[src/rtl/biquinary_word_adder_seq.sv]
// Word-level bi-quinary adder: one digit per clock through a shared digit adder,
// least-significant digit first, with a registered carry between digits.
module biquinary_word_adder_seq #(
    parameter int DIGITS = 10
) (
    input  logic                  clk,
    input  logic                  rst,
    input  logic                  start,
    input  logic [6*DIGITS-1:0]   a,
    input  logic [6*DIGITS-1:0]   b,
    input  logic                  cin,
    output logic                  busy,
    output logic                  done,
    output logic [6*DIGITS-1:0]   sum,
    output logic                  cout,
    output logic                  err
);

    localparam int IDX_W = (DIGITS > 1) ? $clog2(DIGITS) : 1;
    localparam logic [IDX_W-1:0] LAST_IDX = IDX_W'(DIGITS - 1);

    typedef enum logic [1:0] {
        IDLE = 2'd0,
        RUN  = 2'd1,
        DONE = 2'd2
    } state_t;

    state_t                state_r;
    logic [6*DIGITS-1:0]   a_r;
    logic [6*DIGITS-1:0]   b_r;
    logic                  carry_r;
    logic [IDX_W-1:0]      idx_r;

    logic [5:0]            op_a_s;
    logic [5:0]            op_b_s;
    logic [4:0]            pair_sum_s;
    logic [5:0]            pair_digit_s;
    logic                  pair_carry_s;
    logic [5:0]            step_digit_s;
    logic                  inc_carry_s;
    logic                  step_carry_s;
    logic                  malformed_s;

    function automatic logic digit_ok(input logic [5:0] dg);
        return (dg[4:0] != 5'd0) && ((dg[4:0] & (dg[4:0] - 5'd1)) == 5'd0);
    endfunction

    // Malformed digits decode to 0 so the operation can still complete.
    function automatic logic [3:0] digit_val(input logic [5:0] dg);
        logic [3:0] q_v;
        logic       ok_v;
        ok_v = 1'b1;
        case (dg[4:0])
            5'b00001: q_v = 4'd0;
            5'b00010: q_v = 4'd1;
            5'b00100: q_v = 4'd2;
            5'b01000: q_v = 4'd3;
            5'b10000: q_v = 4'd4;
            default: begin
                q_v  = 4'd0;
                ok_v = 1'b0;
            end
        endcase
        if (!ok_v) begin
            return 4'd0;
        end else begin
            return dg[5] ? (q_v + 4'd5) : q_v;
        end
    endfunction

    function automatic logic [5:0] digit_enc(input logic [3:0] v);
        case (v)
            4'd0:    return 6'b000001;
            4'd1:    return 6'b000010;
            4'd2:    return 6'b000100;
            4'd3:    return 6'b001000;
            4'd4:    return 6'b010000;
            4'd5:    return 6'b100001;
            4'd6:    return 6'b100010;
            4'd7:    return 6'b100100;
            4'd8:    return 6'b101000;
            4'd9:    return 6'b110000;
            default: return 6'b000001;
        endcase
    endfunction

    // Shared digit adder (carry-less) followed by the carry-in quinary rotate.
    always_comb begin
        op_a_s       = a_r[int'(idx_r)*6 +: 6];
        op_b_s       = b_r[int'(idx_r)*6 +: 6];
        malformed_s  = !digit_ok(op_a_s) || !digit_ok(op_b_s);
        pair_sum_s   = {1'b0, digit_val(op_a_s)} + {1'b0, digit_val(op_b_s)};
        pair_carry_s = 1'b0;
        pair_digit_s = 6'b000001;
        if (pair_sum_s >= 5'd10) begin
            pair_carry_s = 1'b1;
            pair_digit_s = digit_enc(4'(pair_sum_s - 5'd10));
        end else begin
            pair_carry_s = 1'b0;
            pair_digit_s = digit_enc(pair_sum_s[3:0]);
        end
        step_digit_s = pair_digit_s;
        inc_carry_s  = 1'b0;
        if (carry_r) begin
            if (pair_digit_s[4]) begin
                step_digit_s = {~pair_digit_s[5], 5'b00001};
                inc_carry_s  = pair_digit_s[5];
            end else begin
                step_digit_s = {pair_digit_s[5], pair_digit_s[3:0], 1'b0};
                inc_carry_s  = 1'b0;
            end
        end else begin
            step_digit_s = pair_digit_s;
            inc_carry_s  = 1'b0;
        end
        step_carry_s = pair_carry_s | inc_carry_s;
    end

    // Sequencer: latch operands, walk the digits, then publish cout and pulse done.
    always_ff @(posedge clk) begin
        if (rst) begin
            state_r <= IDLE;
            a_r     <= '0;
            b_r     <= '0;
            carry_r <= 1'b0;
            idx_r   <= '0;
            busy    <= 1'b0;
            done    <= 1'b0;
            cout    <= 1'b0;
            err     <= 1'b0;
            sum     <= {DIGITS{6'b000001}};
        end else begin
            done <= 1'b0;
            case (state_r)
                IDLE: begin
                    if (start) begin
                        a_r     <= a;
                        b_r     <= b;
                        carry_r <= cin;
                        err     <= 1'b0;
                        idx_r   <= '0;
                        busy    <= 1'b1;
                        state_r <= RUN;
                    end else begin
                        state_r <= IDLE;
                    end
                end
                RUN: begin
                    sum[int'(idx_r)*6 +: 6] <= step_digit_s;
                    carry_r <= step_carry_s;
                    if (malformed_s) begin
                        err <= 1'b1;
                    end else begin
                        err <= err;
                    end
                    if (idx_r == LAST_IDX) begin
                        busy    <= 1'b0;
                        state_r <= DONE;
                    end else begin
                        idx_r   <= idx_r + {{(IDX_W-1){1'b0}}, 1'b1};
                        state_r <= RUN;
                    end
                end
                DONE: begin
                    done    <= 1'b1;
                    cout    <= carry_r;
                    state_r <= IDLE;
                end
                default: begin
                    busy    <= 1'b0;
                    state_r <= IDLE;
                end
            endcase
        end
    end

endmodule

[config.mk]
export PLATFORM = sky130hd
export DESIGN_NAME = biquinary_word_adder_seq
export DESIGN_NICKNAME = d
export VERILOG_FILES = /design/src/rtl/biquinary_word_adder_seq.sv
export SDC_FILE = /design/constraint.sdc
export NUM_CORES = 1
export LEC_CHECK = 0
export BUFFER_PORTS_ARGS = -buffer_cell sky130_fd_sc_hd__clkbuf_2
export CAP_MARGIN = 20
export CELL_PAD_IN_SITES_DETAIL_PLACEMENT = 1
export CELL_PAD_IN_SITES_GLOBAL_PLACEMENT = 1
export CORE_ASPECT_RATIO = 2
export CORE_MARGIN = 1.5
export CORE_UTILIZATION = 41
export CTS_CLUSTER_SIZE = 30
export DETAILED_ROUTE_END_ITERATION = 6
export HOLD_SLACK_MARGIN = 0.05
export PLACE_DENSITY = 0.86
export SLEW_MARGIN = 20
export SYNTH_ARGS = -nofsm -noshare
export SYNTH_HDL_FRONTEND = slang
export SYNTH_SLANG_ARGS = --single-unit
[constraint.sdc]
create_clock -name clk -period 8.7 [get_ports clk]
set_input_delay 1.74 -clock clk [delete_from_list [all_inputs] [get_ports clk]]
set_output_delay 1.74 -clock clk [all_outputs]
set_load 0.05 [all_outputs]
Yosys cells after proc, flatten, opt, wreduce, memory -nomap -nowiden:

Memory sizes are Yosys's and may differ from the RTL's.
Cells that the tools add are included.

* register bits after elaboration: 191
* bits in read-only memories: 192
* bits of input ports: 124
* logic and storage cells: 96
* memories kept: 2

* add/sub/neg operators: 8
* multipliers: 1
* order comparisons: 1
* eq/ne operators: 17
* shift-type cells: 4
* mux-type cells: 30
* bitwise gates (word level): 5
* reduce and logical (&&, ||, !) cells: 18

Memory list
* (name not given): words 16, width 6, rd ports 1, clocked after Yosys merged registers in 0, wr ports 0, RTL line 72 `case (v)`
* (name not given): words 16, width 6, rd ports 1, clocked after Yosys merged registers in 0, wr ports 0, RTL line 72

Operator list (number)
* 60-bit by 32-bit variable part select with 6-bit output: 2
* 60-bit bitwise mux: 1
* 6-bit by 33-bit variable shift with 60-bit output (first input constant): 1
* 6-bit by 33-bit variable part select with 60-bit output: 1
* 7-bit negation with 33-bit output: 1
* 4-bit two-way mux: 6
* 3-bit one-hot mux with 4 select lines: 2
* 6-bit two-way mux: 3
* 1-bit two-way mux: 12
* 5-bit AND: 2
* 5-bit by 1-bit == test with 1-bit output (second input constant): 2
* 5-bit by 2-bit == test with 1-bit output (second input constant): 2
* 5-bit by 3-bit == test with 1-bit output (second input constant): 2
* 5-bit by 4-bit == test with 1-bit output (second input constant): 2
* 5-bit == test (second input constant): 2
* 5-bit logical NOT: 2
* 5-bit nonzero test: 2
* 5-bit OR reduction: 2
* 5-bit by 1-bit subtractor with 5-bit output (second input constant): 2
* 3-bit AND reduction: 3
* 4-bit by 3-bit adder with 4-bit output (second input constant): 2
* 2-bit inequality test (second input constant): 4
* 4-bit one-hot mux with 2 select lines: 1
* 4-bit by 2-bit multiplier with 6-bit output (second input constant): 1
* other kinds (19): 24

Logic depth before layout (Yosys ltp):

Gate-level depths: netlist (run 1).
An unclocked memory read counts as a cell.

* depth in word-level cells: 16
* depth in mapped cells: 28
* mapped depth without buffers: 23

Least setup slack after synthesis (run 1):

Ideal clock, no wire load.

* path type: register to register
* from: register idx_r[0]
* to: register sum[31]
* data arrival time: 5908 ps
* data required time: 8571 ps
* setup slack: 2664 ps
* cell stages (with the launch flop): 25
* buffers on the path: 2
* cell sequence: dfxtp_1 buf_4 mux4_2 a22o_1 a22oi_1 nor2_1 and3_1 nor4_1 nor2_1 ha_1 fa_1 xor2_2 inv_2 ha_1 buf_2 xnor2_1 or3_1 a211oi_1 o211ai_1 nand2_1 ha_1 o221ai_2 nand2_1 a41oi_4 o21ai_1

* longest elaborated chain between the ends: 16
* elaborated cells between the ends (all ways): 38

Ends and longest elaborated chain
* start, declared: RTL line 32 `logic [IDX_W-1:0] idx_r;`
* start signal, assigned: RTL line 160 `idx_r <= idx_r + {{(IDX_W-1){1'b0}}, 1'b1};`
* 4-bit by 2-bit multiplier with 6-bit output (*): RTL line 89, 90, 149
* 60-bit by 32-bit variable part select with 6-bit output, on equally long branches: RTL line 89, 90
* 5-bit == test, or another cell as far along: RTL line 53 `case (dg[4:0])`
* 3-bit one-hot mux with 4 select lines: RTL line 53
* 4-bit by 3-bit adder with 4-bit output: RTL line 67 `return dg[5] ? (q_v + 4'd5) : q_v;`
* 4-bit two-way mux: RTL line 67
* 4-bit two-way mux: RTL line 64 `if (!ok_v) begin`
* 4-bit by 4-bit adder with 5-bit output: RTL line 92 `pair_sum_s = {1'b0, digit_val(op_a_s)} + {1'b0, digit_val(op_b_s)};`
* 4-bit subtractor: RTL line 97 `pair_digit_s = digit_enc(4'(pair_sum_s - 5'd10));`
* memory read 16 x 6 bit
* 6-bit two-way mux: RTL line 95 `if (pair_sum_s >= 5'd10) begin`
* 1-bit NOT: RTL line 106 `step_digit_s = {~pair_digit_s[5], 5'b00001};`
* 6-bit two-way mux: RTL line 105 `if (pair_digit_s[4]) begin`
* 6-bit two-way mux: RTL line 104 `if (carry_r) begin`
* 6-bit by 33-bit variable part select with 60-bit output: RTL line 149 `sum[int'(idx_r)*6 +: 6] <= step_digit_s;`
* 60-bit bitwise mux (*): RTL line 149
* end signal, assigned: RTL line 131 `sum <= {DIGITS{6'b000001}};`
* end signal, assigned by index: RTL line 149
* end, declared: RTL line 14 `output logic [6*DIGITS-1:0] sum,`

Every way passes the cells marked *; elsewhere a longest branch is shown, timed or not.
A chain may end at the register's enable or synchronous reset.

Worst setup path after layout (run 1):

* from: register idx_r[0]
* to: register sum[45]

Same word-level chain as after synthesis.

==> results of run 1 <==
worst register-to-register path: stages, from the launching register on:
cell	delay, ns
dfxtp_2	0.73
buf_4	0.44
mux4_2	0.57
a22o_1	0.25
a22oi_1	0.33
nand2_1	0.12
nor3_1	0.29
ha_1	0.30
mux2i_1	0.16
nor2_1	0.10
fa_1	0.55
xor2_2	0.35
inv_2	0.15
ha_1	0.33
xnor2_1	0.33
o21ai_0	0.26
a211oi_1	0.41
o211ai_1	0.20
nand2_1	0.12
ha_1	0.24
o221ai_2	0.45
nor2_1	0.14
a211oi_1	0.56
a211oi_1	0.15
power groups by stage:
stage               registers [W]  logic, W  clock network (W)
finish                   0.000938  0.000561           0.000864
global route             0.000942  0.000604           0.000905
CTS                      0.000938  0.000549           0.000874
detailed placement       0.000958  0.000544                  0
global placement         0.000956  0.000534                  0
floorplan                0.000952  0.000386                  0
worst max-delay path by stage:
stage / to / startpoint / slack [ns]
finish: sum[45] / idx_r[0] / 1.04
global route: sum[13] / idx_r[0] / 0.62
CTS: sum[45] / idx_r[0] / 1.14
detailed placement: sum[45] / idx_r[0] / 1.18
global placement: sum[45] / idx_r[0] / 1.48
floorplan: sum[31] / idx_r[0] / 2.66
cell usage after synthesis (4+ instances only):
cell type	n
mux2_2	13
nand2_1	306
o2111ai_1	8
nand2b_1	6
a22o_1	4
nor3_2	4
nand4_1	8
inv_1	16
and3_1	6
and2_1	10
nor4_1	13
nand3_1	38
xnor2_1	17
a21o_1	5
a311oi_1	6
o21a_1	6
a31oi_1	8
nor3_1	32
a211oi_1	24
dfxtp_1	191
o211a_1	5
buf_1	11
o31ai_1	8
mux2i_1	6
o21ai_0	18
o31ai_2	6
buf_2	12
a31o_1	5
o211ai_1	10
clkbuf_1	56
or3_1	4
ha_1	22
a22oi_1	13
nor2_1	71
nor3b_1	4
o21ai_1	11
a21oi_1	156
o41ai_1	5
a41oi_1	5
mux4_2	23
buf_6	4
nor2b_1	9
kinds of logic after synthesis:
kind of cell / Yosys count / synth area share, %
XOR/XNOR: 21 / 2.02
adder cells (fa/ha/maj): 24 / 3.10
multiplexers: 42 / 7.13
AND/OR/NAND/NOR: 530 / 23.4
buffers and inverters: 106 / 4.43
AO/OA/AOI/OAI: 338 / 22.3
flip-flops: 191 / 37.6
sequential cells by signal (all words and copies together) (netlist names):
name and count:
idx_r 4, b_r 60, sum 60, busy 1, done 1, state_r 2
a_r 60, err 1, cout 1, carry_r 1
metal layers:
| layer | global-route usage [%] | vias up | wire [µm] |
|---|---|---|---|
| li1 | - | 4738 | - |
| met1 | 26.8 | 4791 | 12000 |
| met2 | 52.7 | 339 | 19300 |
| met3 | 4.24 | 129 | 1250 |
| met4 | 19.1 | 0 | 2290 |
| met5 | 0 | - | 0 |
per-stage QoR:
step / hold WS (ns) / total power, W
2_1_floorplan: 0.433 / 0.00134
3_3_place_gp: 0.439 / 0.00149
3_5_place_dp: 0.447 / 0.00150
4_1_cts: 0.456 / 0.00236
5_1_grt: 0.470 / 0.00245
6_report: 0.454 / 0.00236
area by class of cell:
class                           count  area, µm²
Fill cell                        3043      12500
Multi-Input combinational cell    955       5910
Sequential cell                   191       3820
Clock inverter                     10        174
Clock buffer                       21        470
Timing Repair Buffer              199       1040
Tap cell                          332        415
Inverter                           21       78.8
==> impl_summary.log, run 1 <==
[metrics] Worst Setup Slack post-DPL: approximately 1.2 ns
[metrics] number of placement rows: 81
[metrics] Port-buffer cells: around 190
[metrics] Critical-path top delay cell: dfxtp_2
[metrics] Overall Global Routing Usage: approximately 28%
[metrics] initial cell density of the core: approximately two fifths
[metrics] combinational cell fraction of total power: 23.7%
[metrics] DR DRC count: 0
[metrics] total setup violations reported at the end of the flow: 0
[metrics] clock group share of total power: around 37%
[metrics] DR iter-0 viols: about 440
[metrics] Post-Synthesis Cell Area: just over 10000 µm²
[metrics] pwr/cell area: 198 nW/µm²
[metrics] post-synth top area share: approximately 38%
[metrics] sequential-to-total area share from yosys stat: 37.6%
[metrics] relative slew slack: roughly 25%
[metrics] Clock Skews: ~0.011 ns
[metrics] net switching power: 0.000765 W
[metrics] number of setup buffers added after CTS: 0
[metrics] area delta synth->final: 17.2%
[metrics] top-level port count: between 150 and 200
[metrics] async set-or-reset flop fraction in the synthesized netlist: 0%
[metrics] synthesized netlist net count: 1400
[metrics] number of nets in the layout: 1533
[metrics] peak ir drop on the vdd network: 0.000140 V
[metrics] # hold bufs at CTS: 0
[metrics] outcome: finished clean
[metrics] max incr delay on CP: between 0.7 and 0.8 ns
[metrics] Maximum Capacitance Violations: 0
[metrics] critical path start-end classification: flop to flop
[metrics] Via density: ~5.8
[metrics] floorplan die height: about 230 µm
[metrics] fraction of final layout cells with drive strength greater than 1: a little over a fifth
[metrics] syn avg cell area: about 8 µm²
[metrics] leading cell types by total area after synthesis: dfxtp_1 (38%), nand2_1 (11%), a21oi_1 (7.7%)
[metrics] number of gates on the worst path with buffers counted: 23
[metrics] clock input transition at the sequential cells of the worst setup and hold paths: 0.07 ns
[metrics] Crit path arrival time: around 8 ns
[metrics] number of cells on the worst reg-to-reg path: 23
[metrics] vias in the first global route: between 10000 and 15000
[metrics] antenna violations before repair: 0
[metrics] area enclosed by the die boundary: 25800 µm²
[metrics] root buffer cell: clkbuf_16
[metrics] detailed-route wire length: about 35000 µm
[metrics] Max Clock Freq: between 100 and 150 MHz
[metrics] CTS tree: done
[metrics] Synth area leader: dfxtp_1
[metrics] cell breakdown of the critical path: buf_4 > mux4_2 > a22o_1 > a22oi_1 > nand2_1 > nor3_1 > ha_1 > mux2i_1 > nor2_1 > fa_1 > xor2_2 > inv_2 > ha_1 > xnor2_1 > o21ai_0 > a211oi_1 > o211ai_1 > nand2_1 > ha_1 > o221ai_2 > nor2_1 > a211oi_1 > a211oi_1
[metrics] via count of the routed design: between 9000 and 10000
[metrics] count of distinct cell types in the synthesized netlist: 85
[metrics] commonest cells after routing, fill and taps aside: nand2_1 (305), dfxtp_1 (190), clkbuf_2 (186)
[metrics] final worst path period need: 7.66 ns
[metrics] Final WS setup: 1.04 ns
[metrics] total inserted antenna cells: 0
[metrics] Worst R2R Setup Slack: around 1.0 ns
[metrics] terminus of the critical flop-to-flop path: sum[45]
[metrics] Critical path buffers and inverters: 2
[metrics] Worst Setup End Kind: flop
[metrics] Post-Synthesis Cells: 1252
[metrics] Synth warnings: 0
[metrics] CP startpoint kind: flop
[metrics] cell family with most CP delay: compound AO/OA/AOI/OAI gates
[metrics] Num Clock Sinks: between 150 and 200
[metrics] RSZ-0062 raised after global routing: no
[metrics] CTS Buffer Depth: 2
[metrics] number of hold violations in the final report: 0
[metrics] number of clock buffers inserted by TritonCTS: 17
[metrics] antenna-violating nets left: 0
[metrics] insertion delay of the later-clocked pin in the worst-skew pair: approximately 0.47 ns
[metrics] post-DP HPWL: approximately 26000 µm
[metrics] top_reg_cell synth: dfxtp_1
[metrics] worst hold path startpoint: sum[31]
[metrics] WL per Instance: 20.1 µm
[metrics] post-route insts no fill: 1729
[metrics] transition at the pin with the smallest max-transition slack: 1.11 ns
[metrics] fraction of the cycle the final worst path needs: 88.0%
[metrics] Hold Crit Depth: 2
[metrics] most frequent standard cell in the layout excluding fill and tap cells: nand2_1
[metrics] GRT overflow: 0
[metrics] Final Util: 48.8%
[metrics] Sw Share: approximately 32%
[metrics] final max-slew violation count: 0
[metrics] Setup TNS: 0 ns
[metrics] Placed Instances: between 1500 and 2000
[metrics] Tightest Hold Check Type: flop to flop
[metrics] launch point of the worst reg-to-reg path: idx_r[0]
[metrics] detailed-router iteration count before antenna repair: 5
[metrics] Core Box Area: about 24000 µm²
[metrics] post-route cell area: roughly 12000 µm²
[metrics] Power Internal: ~0.0016 W
[metrics] hold-critical path endpoint: sum[31]
[metrics] flop and latch count out of synthesis: between 150 and 200
[metrics] number of flops mapped to enable cells by yosys: 0
[metrics] horizontal extent of the die: ~110 µm
[metrics] data required time at the worst endpoint: approximately 9 ns
[metrics] Gates resized, CTS repair: 0
[metrics] maximum fanout along the worst path: 20
[metrics] first-pass GRT wire length: approximately 55000 µm
[metrics] H-tree depth: 4
[metrics] cell area after placement: about 11000 µm²
[metrics] LEAKAGE: roughly 4.6 nW
[metrics] weighted congestion reported at the end of routability-driven placement: 1.00
[metrics] sequential cell fraction of total power: between 30% and 40%
[metrics] maximum number of pins on one net before global-route repair: about 130
Power figures use the tool's default switching activity.
==> run 2: changes to the inputs <==
- CORE_MARGIN: 1.5 -> 2
- clock period: 8.7 -> 8.3 ns (I/O delays scaled with it)
==> impl_summary.log, run 2 (synthesis gave the netlist of run 1 again) <==
[metrics] Worst Setup Slack post-DPL: roughly 0.73 ns
[metrics] number of nets in the layout: 1534
[metrics] number of clock buffers inserted by TritonCTS: 17
[metrics] detailed-router iteration count before antenna repair: 5
[metrics] commonest cells after routing, fill and taps aside: nand2_1 (305), dfxtp_1 (190), clkbuf_2 (186)
[metrics] grt met1 use: about a quarter
[metrics] insertion delay of the later-clocked pin in the worst-skew pair: approximately 0.46 ns
[metrics] Final Util: approximately half
[metrics] outcome: finished clean
[metrics] pwr/cell area: 206 nW/µm²
[metrics] number of filler cells placed in the layout: 3013
[metrics] met3 GRT Util: 4.60%
[metrics] most frequent standard cell in the layout excluding fill and tap cells: nand2_1
[metrics] antenna violations before repair: 0
[metrics] peak ir drop on the vdd network: 0.000145 V
[metrics] post-route worst hold slack: 0.455 ns
[metrics] data required time at the worst endpoint: about 8.6 ns
[metrics] Setup TNS: 0 ns
[metrics] number of placement rows: 81
[metrics] CTS tree: done
[metrics] Final WS setup: a little under 0.8 ns
[metrics] weighted congestion reported at the end of routability-driven placement: 1.00
[metrics] WL per Instance: ~20 µm
[metrics] Max Clock Freq: approximately 130 MHz
[metrics] worst hold path startpoint: sum[33]
[metrics] final worst path period need: between 7 and 8 ns
[metrics] Via density: around 5.8
[metrics] detailed-route wire length: between 30000 and 40000 µm
[metrics] antenna-violating nets left: 0
[metrics] area of the multi-input gates: about 5900 µm²
[metrics] critical path start-end classification: flop to flop
[metrics] total inserted antenna cells: 0
[metrics] area delta synth->final: 16.9%
[metrics] horizontal extent of the die: roughly 120 µm
[metrics] post-DP HPWL: roughly 27000 µm
[metrics] Core Box Area: approximately 24000 µm²
[metrics] Port-buffer cells: ~190
[metrics] layer carrying the most global-route usage: met2
[metrics] GRT overflow: 0
[metrics] via count of the routed design: around 10000
[metrics] clock input transition at the sequential cells of the worst setup and hold paths: roughly 0.07 ns
[metrics] relative slew slack: 18.2%
[metrics] total setup violations reported at the end of the flow: 0
[metrics] area enclosed by the die boundary: between 20000 and 30000 µm²
[metrics] initial cell density of the core: 41.6%
[metrics] largest registers in the final layout: a_r: 60 flops, b_r: 60 flops, sum: 60 flops
[metrics] Crit path arrival time: ~7.8 ns
[metrics] RSZ-0062 raised after global routing: no
[metrics] Num Clock Sinks: ~190
[metrics] floorplan die height: between 200 and 250 µm
[metrics] LEAKAGE: approximately 4.6 nW
[metrics] maximum number of pins on one net before global-route repair: 96
[metrics] Maximum Capacitance Violations: 0
[metrics] H-tree depth: 4
[metrics] CP startpoint kind: flop
[metrics] number of hold violations in the final report: 0
[metrics] Tightest Hold Check Type: flop to flop
[metrics] final max-slew violation count: 0
[metrics] root buffer cell: clkbuf_16
[metrics] Worst setup startpoint: idx_r[0]
[metrics] CTS Buffer Depth: 2
[metrics] launch point of the worst reg-to-reg path: idx_r[0]
[metrics] Sequential cell area: approximately 3800 µm²
[metrics] top-level port count: around 190
[metrics] transition at the pin with the smallest max-transition slack: 1.22 ns
[metrics] fraction of final layout cells with drive strength greater than 1: between 20% and 30%
[metrics] # hold bufs at CTS: 0
[metrics] fraction of the cycle the final worst path needs: between 90 and 100%
[metrics] Worst Setup End Kind: flop
[metrics] Clock Skews: approximately 0.0092 ns
[metrics] vias in the first global route: approximately 11000
[metrics] met2 GRT Util: between 50% and 60%
[metrics] Overall Global Routing Usage: a little over a quarter
[metrics] maximum fanout along the worst path: 20
[metrics] DR iter-0 viols: slightly below 500
[metrics] DR DRC count: 0
[metrics] first-pass GRT wire length: about 55000 µm
run 2: changes by cell type in the layout (fill, tap and decap cells not counted), sizes merged:
cell	delta
buf	+1
bufinv	-1
clkbuf	-1
clkinv	+1
clkinvlp	+1
run 2: stage by stage:
step	power, W	cells	area, µm²
floorplan	0.00140	1252	10200
global placement	0.00156	1699	11300
detailed placement	0.00157	1699	11300
CTS	0.00245	1730	11900
global route	0.00255	1730	11900
finish	0.00244	1730	11900
run 2: repair_timing:
action	in CTS	in global routing
setup endpoints to repair	0	3
buffers inserted	0	0
gates resized for setup	0	1
run 2: routing by layer:
| metal | vias up | wire length, µm |
|---|---|---|
| met4 | 0 | 2200 |
| li1 | 4748 | - |
| met3 | 135 | 1200 |
| met2 | 307 | 19500 |
| met1 | 4779 | 11800 |
| met5 | - | 0 |
run 2: area by class of cell:
| type | instances | area share, % |
|---|---|---|
| Clock buffer | 20 | 3.93 |
| Multi-Input combinational cell | 955 | 49.7 |
| Tap cell | 332 | 3.50 |
| Inverter | 21 | 0.663 |
| Timing Repair Buffer | 200 | 8.75 |
| Clock inverter | 11 | 1.28 |
| Sequential cell | 191 | 32.2 |
run 2: final timing paths:
kind                   to  slack, ns  depth (start not counted)
setup reg to reg  sum[29]       0.78                         23
hold reg to reg   sum[33]       0.45                          2
hold / removal    sum[33]       0.45                          2
setup / recovery  sum[29]       0.78                         23
run 2: report_power, final:
| group | total [W] | switching, W | internal [W] |
|---|---|---|---|
| registers | 0.000985 | 0.0000291 | 0.000955 |
| logic | 0.000581 | 0.000393 | 0.000188 |
| clock network | 0.000878 | 0.000378 | 0.000500 |
| total | 0.00244 | 0.000800 | 0.00164 |
run 2: critical path: stages (launching register included):
cell	delay (ns)
dfxtp_2	0.72
buf_4	0.43
mux4_2	0.55
a22o_1	0.26
a22oi_1	0.27
xor2_1	0.14
nor3_1	0.34
ha_1	0.32
mux2i_1	0.14
nor2_1	0.10
fa_1	0.54
xor2_2	0.35
inv_2	0.15
ha_1	0.32
xnor2_1	0.21
or3_1	0.39
a211oi_1	0.30
o211ai_1	0.19
nand2_1	0.11
ha_1	0.24
o221ai_2	0.46
nor2_1	0.13
a211oi_1	0.53
a211oi_1	0.16
